File: src/rtl/wavetable_voice_mixer.sv
// wavetable_voice_mixer
// Reads one wavetable sample per active voice over a single BRAM read port,
// sums them into a widened accumulator, then scales and saturates the sum.
// One mixed sample is produced per sample tick.
//
// Ports:
//   clk_in           system clock
//   rst_in           asynchronous active-high reset
//   sample_tick_in   one-cycle pulse that starts a mix frame
//   addr_in          8 compacted voice addresses (entries 0..N-1 used)
//   num_voices_in    active voice count, clamped to 8
//   bram_addr_out    registered BRAM read address
//   bram_data_in     signed BRAM read data, BRAM_LATENCY cycles after address
//   sample_out       signed mixed sample, held between frames
//   sample_valid_out one-cycle pulse when sample_out updates
//   busy_out         high while a frame is in progress
//   overrun_out      one-cycle pulse the cycle after a dropped tick
//
// state | meaning
// IDLE  | waiting for a sample tick
// ISSUE | presenting one voice address per cycle
// DRAIN | waiting for the last read to return
// OUT   | scale, saturate and register the mixed sample
module wavetable_voice_mixer #(
    parameter int ADDR_WIDTH   = 8,
    parameter int SAMPLE_WIDTH = 16,
    parameter int BRAM_LATENCY = 2,
    parameter int MIX_SHIFT    = 1
) (
    input  logic                           clk_in,
    input  logic                           rst_in,
    input  logic                           sample_tick_in,
    input  logic [7:0][ADDR_WIDTH-1:0]     addr_in,
    input  logic [3:0]                     num_voices_in,
    output logic [ADDR_WIDTH-1:0]          bram_addr_out,
    input  logic signed [SAMPLE_WIDTH-1:0] bram_data_in,
    output logic signed [SAMPLE_WIDTH-1:0] sample_out,
    output logic                           sample_valid_out,
    output logic                           busy_out,
    output logic                           overrun_out
);

    localparam int ACC_W = SAMPLE_WIDTH + 3;
    localparam logic signed [ACC_W-1:0] SAT_MAX = ACC_W'((1 << (SAMPLE_WIDTH - 1)) - 1);
    localparam logic signed [ACC_W-1:0] SAT_MIN = ~SAT_MAX;
    // Tag pattern when only the final issued read is still in flight.
    localparam logic [BRAM_LATENCY-1:0] TAG_LAST = BRAM_LATENCY'(1 << (BRAM_LATENCY - 1));

    typedef enum logic [1:0] {
        S_IDLE  = 2'd0,
        S_ISSUE = 2'd1,
        S_DRAIN = 2'd2,
        S_OUT   = 2'd3
    } state_t;

    state_t                         state_q, state_d;
    logic [7:0][ADDR_WIDTH-1:0]     addr_lat_q, addr_lat_d;
    logic [3:0]                     n_q, n_d;
    logic [2:0]                     idx_q, idx_d;
    logic [BRAM_LATENCY-1:0]        tag_q, tag_d;
    logic signed [ACC_W-1:0]        acc_q, acc_d;
    logic [ADDR_WIDTH-1:0]          bram_addr_q, bram_addr_d;
    logic signed [SAMPLE_WIDTH-1:0] sample_q, sample_d;
    logic                           valid_q, valid_d;
    logic                           overrun_q, overrun_d;

    logic [3:0]                     n_clamp;
    logic signed [ACC_W-1:0]        acc_shift;

    always_comb begin
        state_d     = state_q;
        addr_lat_d  = addr_lat_q;
        n_d         = n_q;
        idx_d       = idx_q;
        tag_d       = tag_q << 1;
        acc_d       = acc_q;
        bram_addr_d = bram_addr_q;
        sample_d    = sample_q;
        valid_d     = 1'b0;
        overrun_d   = 1'b0;
        n_clamp     = (num_voices_in > 4'd8) ? 4'd8 : num_voices_in;
        acc_shift   = acc_q >>> MIX_SHIFT;

        // Data for a tagged address arrives as its tag leaves the pipeline.
        if (tag_q[BRAM_LATENCY-1]) begin
            acc_d = acc_q + ACC_W'(bram_data_in);
        end

        if (sample_tick_in && (state_q != S_IDLE)) begin
            overrun_d = 1'b1;
        end

        case (state_q)
            S_IDLE: begin
                if (sample_tick_in) begin
                    addr_lat_d = addr_in;
                    n_d        = n_clamp;
                    idx_d      = 3'd0;
                    acc_d      = '0;
                    if (n_clamp != 4'd0) begin
                        // Register the first address now so it is on the bus in cycle T+1.
                        bram_addr_d = addr_in[0];
                        state_d     = S_ISSUE;
                    end else begin
                        state_d = S_OUT;
                    end
                end
            end
            S_ISSUE: begin
                tag_d[0] = 1'b1;
                if ({1'b0, idx_q} == n_q - 4'd1) begin
                    state_d = S_DRAIN;
                end else begin
                    idx_d       = idx_q + 3'd1;
                    bram_addr_d = addr_lat_q[idx_q + 3'd1];
                end
            end
            S_DRAIN: begin
                if (tag_q == TAG_LAST) begin
                    state_d = S_OUT;
                end
            end
            S_OUT: begin
                if (acc_shift > SAT_MAX) begin
                    sample_d = SAT_MAX[SAMPLE_WIDTH-1:0];
                end else if (acc_shift < SAT_MIN) begin
                    sample_d = SAT_MIN[SAMPLE_WIDTH-1:0];
                end else begin
                    sample_d = acc_shift[SAMPLE_WIDTH-1:0];
                end
                valid_d = 1'b1;
                state_d = S_IDLE;
            end
            default: state_d = S_IDLE;
        endcase
    end

    always_ff @(posedge clk_in or posedge rst_in) begin
        if (rst_in) begin
            state_q     <= S_IDLE;
            addr_lat_q  <= '0;
            n_q         <= '0;
            idx_q       <= '0;
            tag_q       <= '0;
            acc_q       <= '0;
            bram_addr_q <= '0;
            sample_q    <= '0;
            valid_q     <= 1'b0;
            overrun_q   <= 1'b0;
        end else begin
            state_q     <= state_d;
            addr_lat_q  <= addr_lat_d;
            n_q         <= n_d;
            idx_q       <= idx_d;
            tag_q       <= tag_d;
            acc_q       <= acc_d;
            bram_addr_q <= bram_addr_d;
            sample_q    <= sample_d;
            valid_q     <= valid_d;
            overrun_q   <= overrun_d;
        end
    end

    assign bram_addr_out    = bram_addr_q;
    assign sample_out       = sample_q;
    assign sample_valid_out = valid_q;
    assign busy_out         = (state_q != S_IDLE);
    assign overrun_out      = overrun_q;

endmodule

File: config.mk
export PLATFORM = sky130hd
export DESIGN_NAME = wavetable_voice_mixer
export DESIGN_NICKNAME = d
export VERILOG_FILES = /design/src/rtl/wavetable_voice_mixer.sv
export SDC_FILE = /design/constraint.sdc
export NUM_CORES = 1
export LEC_CHECK = 0
export CAP_MARGIN = 0
export CELL_PAD_IN_SITES_DETAIL_PLACEMENT = 1
export CELL_PAD_IN_SITES_GLOBAL_PLACEMENT = 1
export CORE_UTILIZATION = 40
export DETAILED_ROUTE_END_ITERATION = 16
export PLACE_DENSITY = 0.89
export SLEW_MARGIN = 0
export SYNTH_ARGS = -nofsm -noshare
export SYNTH_HDL_FRONTEND = slang
export SYNTH_SLANG_ARGS = --single-unit
File: constraint.sdc
create_clock -name clk_in -period 5.2 [get_ports clk_in]
set_input_delay 1.04 -clock clk_in [delete_from_list [all_inputs] [get_ports clk_in]]
set_output_delay 1.04 -clock clk_in [all_outputs]
set_load 0.1 [all_outputs]
==> results of run 1 <==
per-stage QoR:
step                      setup WS (ns)  hold slack, ns
after global routing              1.421          0.4061
after detailed placement          1.382          0.3639
final                             1.513          0.4040
after floorplan                  0.9742          0.3488
after global placement            1.491          0.3647
after CTS                         1.496          0.4034
cells by family (layout without fill, tap and decap cells):
family / after synthesis / in the layout / synth area share [%]
simple gates: 348 / 348 / 21.61
xor+xnor: 13 / 13 / 1.952
compound gates: 124 / 124 / 12.33
flops: 120 / 120 / 45.94
other cells: 0 / 1 / 0
mux: 39 / 39 / 9.208
fa+ha+maj: 25 / 25 / 4.901
buf+inv: 68 / 179 / 4.058
per-layer routing:
layer  up-vias  part of all wire, %
li1       2698                    -
met1      2780                   42
met2       166                   50
met3        33                  5.6
met4         2                  2.2
met5         -                0.062
cells in the final DEF (no fill, tap or decap), drive strengths merged, types with 2 or more instances in the layout:
master	instances
a211o	3
a211oi	4
a21boi	2
a21o	7
a21oi	29
a31oi	2
and3	4
buf	5
bufinv	5
clkbuf	23
clkdlybuf4s50	113
clkinv	3
dfrtp	120
ha	24
inv	30
mux2	9
mux2i	14
mux4	16
nand2	245
nand2b	2
nand3	8
nand3b	4
nand4	4
nor2	61
nor3	7
nor4	3
o2111ai	2
o211ai	22
o21a	7
o21ai	37
o32a	3
or3	3
xnor2	6
xor2	6
cell type report:
| class | instances | area (µm²) |
|---|---|---|
| Timing Repair Buffer | 118 | 1169 |
| Multi-Input combinational cell | 549 | 3278 |
| Clock inverter | 8 | 168.9 |
| Antenna cell | 1 | 2.502 |
| Tap cell | 216 | 270.3 |
| Clock buffer | 23 | 467.9 |
| Fill cell | 1854 | 7468 |
| Inverter | 30 | 115.1 |
| Sequential cell | 120 | 3003 |
worst max-delay path by stage:
| stage | endpoint | slack, ns | depth (start not counted) |
|---|---|---|---|
| after floorplan | acc_q[0] | 0.97 | 1 |
| after global placement | acc_q[18] | 1.49 | 9 |
| after detailed placement | acc_q[18] | 1.38 | 9 |
| after CTS | busy_out | 1.50 | 4 |
| after global routing | busy_out | 1.42 | 4 |
| final | busy_out | 1.51 | 4 |
state kept, by name (all words and copies together) (netlist names):
signal,count
addr_lat_q,64
tag_q,2
idx_q,3
n_q,4
state_q,2
sample_out,16
sample_valid_out,1
bram_addr_out,8
overrun_out,1
acc_q,19
where the power goes:
group	total (mW)	switching [mW]	internal (mW)
Combinational	3.09	1.98	1.10
Clock	1.29	0.416	0.872
Sequential	1.78	0.402	1.38
Total	6.15	2.80	3.35
==> metrics.md, run 1 <==
| Metric | Value |
|---|---|
| Status | `complete, no violations` |
| Max rail drop VDD | `between 300 and 400 µV` |
| Setup Fix Bufs, Post-CTS | `0` |
| Minimum clock period | `about 3.7 ns` |
| Post-CTS sizing | `0` |
| Final setup fails | `0` |
| Netlist cell types | `50` |
| Total wire length | `19.35 mm` |
| Total Power | `between 6 and 7 mW` |
| Total CTS buffers | `17` |
| Slew of the pin with the lowest slew margin | `1.278 ns` |
| DR WL/cell | `roughly 18 µm` |
| I/O Buffers | `about 110` |
| Reg2Reg Launch Point | `acc_q[0]` |
| CP max FO | `6` |
| Cell row count | `46` |
| Critical path origin | `state_q[1]` |
| Number of I/O pins | `114` |
| Syn Area/Cell | `roughly 8.9 µm²` |
| Area Growth Syn to Fin | `29.65%` |
| RSZ-0062 raised after global routing | `false` |
| Worst Skew | `0.01575 ns` |
| Fin area | `0.008474 mm²` |
| Chip width | `between 100 and 150 µm` |
| Detail Route Antenna Nets | `0` |
| Leak Pwr | `about 3.9 nW` |
| Period utilization | `between 70% and 80%` |
| Synth area leaders | `dfrtp_1 (46%), nand2_1 (14%), mux4_2 (5.5%)` |
| R2R Path End | `acc_q[12]` |
| Hold Fails Final Rpt | `0` |
| Mapped Area | `between 0.006 and 0.007 mm²` |
| GPL Wtd Cong | `0.8742` |
| Top-count cell post-synth | `nand2_1` |
| MaxCap Viol Count | `0` |
| CP delay by family, top | `buffers and inverters` |
| Placed inst area | `just under 0.008 mm²` |
| Setup CP Type | `register to primary output` |
| Worst path slowest cell | `clkdlybuf4s50_1` |
| Gr usage total | `between 20% and 30%` |
| Hpwl dp | `roughly 13 mm` |
| First-pass GRT wire length | `approximately 32 mm` |
| Number of antenna violations at the first check in global routing | `3` |
| Starting DRT DRC Count | `265` |
| CP startpoint kind | `register` |
| CTS tree | `built` |
| Slew Limit Fails | `0` |
| Hold Path End | `tag_q[1]` |
| Total negative slack | `0 ns` |
| Vias in the first global route | `between 6000 and 7000` |
| Synthesis Warnings | `0` |
| Root buffer cell | `clkbuf_16` |
| #FFs+latches synth | `120` |
| Largest net degree at the start of global routing | `79` |
| EDFF count, synth | `0` |
| Vias | `~5700` |
| Top FF cell, synth | `dfrtp_1` |
| CP Data Required Time | `between 4 and 5 ns` |
| Vias/cell | `~5.3` |
| Hold Path Stages | `0` |
| Ordered cell list for the critical path | `inv_1 -> ha_1 -> inv_1 -> clkdlybuf4s50_1` |
| Worst-skew pair later-pin latency | `between 0.4 and 0.5 ns` |
| Register area share after synthesis | `about 46%` |
| Met3 GRT Util | `under 10%` |
| Hold path start | `tag_q[0]` |
| CTS Hold Buffers Added | `0` |
| Post-synth top area share | `between 40% and 50%` |
| GRT overflow | `0` |
| Top post-synthesis cells by count | `nand2_1 (244), dfrtp_1 (120), nor2_1 (61)` |
| Layout cell share with drive strength beyond 1 | `between 7 and 8%` |
| DRC | `0` |
| Post-layout util | `between 50% and 60%` |
| Async S/R FF share, synth | `100.0%` |
| Initial core utilization | `between 40 and 50%` |
| Placeable Area | `approximately 0.016 mm²` |
| Net count after synthesis | `849` |
| Met1 Track Usage GR | `between 30% and 40%` |
| Nets | `948` |
| Leading area contributor after synthesis | `dfrtp_1` |
| Htree depth | `4` |
| WP buf/inv | `3` |
| Clock Sinks | `between 100 and 150` |
| Die Ht | `129.8 µm` |
| R2R Setup Slk | `about 2.3 ns` |
| Placed cell count | `just over 1000` |
| Hold Path Class | `register to register` |
| Max_slew headroom | `between 10% and 20%` |
| Drt first pass iters | `4` |
| Fin cells | `roughly 1100` |
| Pwr dens | `726.2 mW/mm²` |
| Reg2Reg Depth | `8` |
| Crit-path most repeated cell | `inv_1` |
| CP max stage delay | `approximately 1.2 ns` |
| Met2 GRT Util | `about 43%` |
| CP arrival | `2.65 ns` |
| FMAX | `271.3 MHz` |
| Clock buffer depth | `2` |
| CTS clk-pin slew, worst paths | `roughly 0.06 ns` |
| Die area | `0.01686 mm²` |
| Synth Instances | `roughly 740` |
| CP Capture Type | `primary output` |
| Global routing's busiest layer | `met2` |
No activity file was read; power rests on OpenSTA's default activity.
==> inputs of run 2 (changes only) <==
- clock period: 5.2 -> 3.4 ns (I/O delays scaled with it)
==> run 2 against run 1 <==
Non-clock buffer count is 7 higher. Combinational power is 57% higher. Cell count is 0.75% higher. Global-route usage is 0.64 points higher. First-iteration DRC count is 10% lower. Clock power is 39% higher. Core utilization is 0.055 points higher. Via count is 2.3% higher. Sequential power is 51% higher. Highest routed layer unchanged.
==> metrics.md, run 2 (synthesized netlist as in run 1, its figures left out) <==
| Metric | Value |
|---|---|
| Die area | `0.01686 mm² (unchanged)` |
| Clock buffer depth | `2 (unchanged)` |
| Final setup fails | `0 (unchanged)` |
| GPL Wtd Cong | `0.8532 (was 0.8742)` |
| Max reg flops | `64 (unchanged)` |
| Root buffer cell | `clkbuf_16 (unchanged)` |
| I/O Buffers | `113 (unchanged)` |
| Setup CP Type | `input pin to register (was register to primary output)` |
| Setup Fix Bufs, Post-CTS | `0 (unchanged)` |
| Post-CTS sizing | `0 (unchanged)` |
| Most frequent cells in the layout | `nand2_1 (243), dfrtp_1 (120), clkdlybuf4s50_1 (101) (was nand2_1 (243), dfrtp_1 (120), clkdlybuf4s50_1 (113))` |
| Total wire length | `20.07 mm (was 19.35 mm)` |
| Met2 GRT Util | `43.88% (was 42.84%)` |
| Htree depth | `4 (unchanged)` |
| CP Data Required Time | `3.71 ns (was 4.16 ns)` |
| Vias | `5810 (was 5679)` |
| CP max stage delay | `0.44 ns (was 1.19 ns)` |
| Max_slew headroom | `31.08% (was 14.48%)` |
| Layout cell share with drive strength beyond 1 | `10.40% (was 7.665%)` |
| Met1 Track Usage GR | `30.41% (was 30.09%)` |
| Hold Path Class | `register to register (unchanged)` |
| Status | `complete, no violations (unchanged)` |
| Initial core utilization | `41.00% (unchanged)` |
| Slew of the pin with the lowest slew margin | `1.034 ns (was 1.278 ns)` |
| Total Power | `9.331 mW (was 6.154 mW)` |
| Total net switching power | `4.388 mW (was 2.802 mW)` |
| CP Capture Type | `register (was primary output)` |
| Worst-skew pair later-pin latency | `0.42 ns (was 0.43 ns)` |
| Nets | `955 (was 948)` |
| Area Growth Syn to Fin | `29.79% (was 29.65%)` |
| Clock Sinks | `120 (unchanged)` |
| Vias in the first global route | `6264 (was 6097)` |
| DR WL/cell | `18.70 µm (was 18.17 µm)` |
| Gr usage total | `25.46% (was 24.83%)` |
| Largest net degree at the start of global routing | `121 (was 79)` |
| Clk pwr share | `19.2% (was 20.9%)` |
| Slew Limit Fails | `0 (unchanged)` |
| DRC | `0 (unchanged)` |
| First-pass GRT wire length | `32.45 mm (was 31.58 mm)` |
| Int Pwr | `4.943 mW (was 3.352 mW)` |
| Detail Route Antenna Nets | `0 (unchanged)` |
| Starting DRT DRC Count | `238 (was 265)` |
| Period utilization | `a little under 90%` |
| Sequential share of power | `28.7% (was 28.9%)` |
| Ordered cell list for the critical path | `clkdlybuf4s50_1 -> ha_1 -> fa_1 -> a211oi_1 -> o211ai_1 -> nand3b_1 -> a21oi_1 -> or3_1 -> a31o_2 (was inv_1 -> ha_1 -> inv_1 -> clkdlybuf4s50_1)` |
| Net Sw Frac | `47.02% (was 45.53%)` |
| Total CTS buffers | `17 (unchanged)` |
| Fin area | `0.008483 mm² (was 0.008474 mm²)` |
| Drt first pass iters | `4 (unchanged)` |
| Comb pwr share | `52.0% (was 50.1%)` |
| RSZ-0062 raised after global routing | `false (unchanged)` |
| Largest reg by FF count | `addr_lat_q (unchanged)` |
| Commonest non-fill, non-tap cell in the layout | `nand2_1 (unchanged)` |
| Reg2Reg Depth | `8 (unchanged)` |
| Placeable Area | `0.01594 mm² (unchanged)` |
| Worst Skew | `0.007774 ns (was 0.01575 ns)` |
| Cell row count | `46 (unchanged)` |
| Die Ht | `129.8 µm (unchanged)` |
| Number of antenna violations at the first check in global routing | `2 (was 3)` |
| Hpwl dp | `13.41 mm (was 12.80 mm)` |
| Chip width | `129.8 µm (unchanged)` |
| Hold Path Stages | `0 (unchanged)` |
| Worst path slowest cell | `fa_1 (was clkdlybuf4s50_1)` |
| Total negative slack | `0 ns (unchanged)` |
| CP startpoint kind | `input pin (was register)` |
| Minimum clock period | `2.938 ns` |
| CP arrival | `3.24 ns (was 2.65 ns)` |
| CTS tree | `built (unchanged)` |
| Max rail drop VDD | `526.8 µV (was 319.9 µV)` |
| GRT overflow | `0 (unchanged)` |
| Met3 GRT Util | `5.904% (was 5.412%)` |
| Leak Pwr | `3.892 nW (was 3.872 nW)` |
| Hold Fails Final Rpt | `0 (unchanged)` |
| Post-layout util | `53.21% (was 53.15%)` |
| CTS Hold Buffers Added | `0 (unchanged)` |
| Worst Hold Slack | `0.3826 ns (was 0.4040 ns)` |
| Global routing's busiest layer | `met2 (unchanged)` |
| FMAX | `between 300 and 400 MHz` |
| CP max FO | `3 (was 6)` |
| Placed inst area | `0.007884 mm² (was 0.007835 mm²)` |
| CTS clk-pin slew, worst paths | `0.06 ns (about the same)` |
| Vias/cell | `5.415 (was 5.332)` |
| Number of I/O pins | `114 (unchanged)` |
| Pwr dens | `1100 mW/mm² (was 726.2 mW/mm²)` |
| MaxCap Viol Count | `0 (unchanged)` |
## run 2: metal layers
layer	share of wire (%)	routed length [µm]
met4	3.2	638
met1	41	8295
met2	51	10220
met5	0.055	11
met3	4.5	902
## run 2: final cells by class
class	count	area, µm²
Timing Repair Buffer	125	1216
Clock buffer	23	508.0
Fill cell	1822	7460
Antenna cell	1	2.502
Clock inverter	9	88.84
Multi-Input combinational cell	549	3278
Inverter	30	116.4
Tap cell	216	270.3
Sequential cell	120	3003
## run 2: final timing paths
kind	start	slack (ns)	to
hold reg to reg	tag_q[0]	0.38	tag_q[1]
setup / recovery	bram_data_in[0]	0.46	acc_q[16]
min in group asynchronous	rst_in	0.79	addr_lat_q[49]
setup reg to reg	acc_q[0]	0.76	acc_q[16]
hold / removal	tag_q[0]	0.38	tag_q[1]
max in group asynchronous	rst_in	2.10	acc_q[10]
## run 2: critical path, delay by kind of cell
| kind | cells | cell delay (ns) |
|---|---|---|
| AOI/OAI and AO/OA | 4 | 0.99 |
| buffers and inverters | 1 | 0.40 |
| and+or+nand+nor | 2 | 0.50 |
| adders and majority gates | 2 | 0.66 |
## run 2: power groups by stage
stage | sequential [mW] | clock [mW] | combinational (mW)
after floorplan | 3.45 | 0 | 2.67
final | 2.68 | 1.79 | 4.85
after global routing | 2.76 | 1.87 | 5.27
after global placement | 2.59 | 0 | 4.56
after CTS | 2.68 | 1.81 | 4.87
after detailed placement | 2.67 | 0 | 4.78
## run 2: metrics by stage
step,cells,setup WS [ns]
2_1_floorplan,737,0.7522
3_3_place_gp,1040,0.1139
4_1_cts,1072,0.4991
6_report,1073,0.4618
3_5_place_dp,1040,0.07602
5_1_grt,1072,0.3370
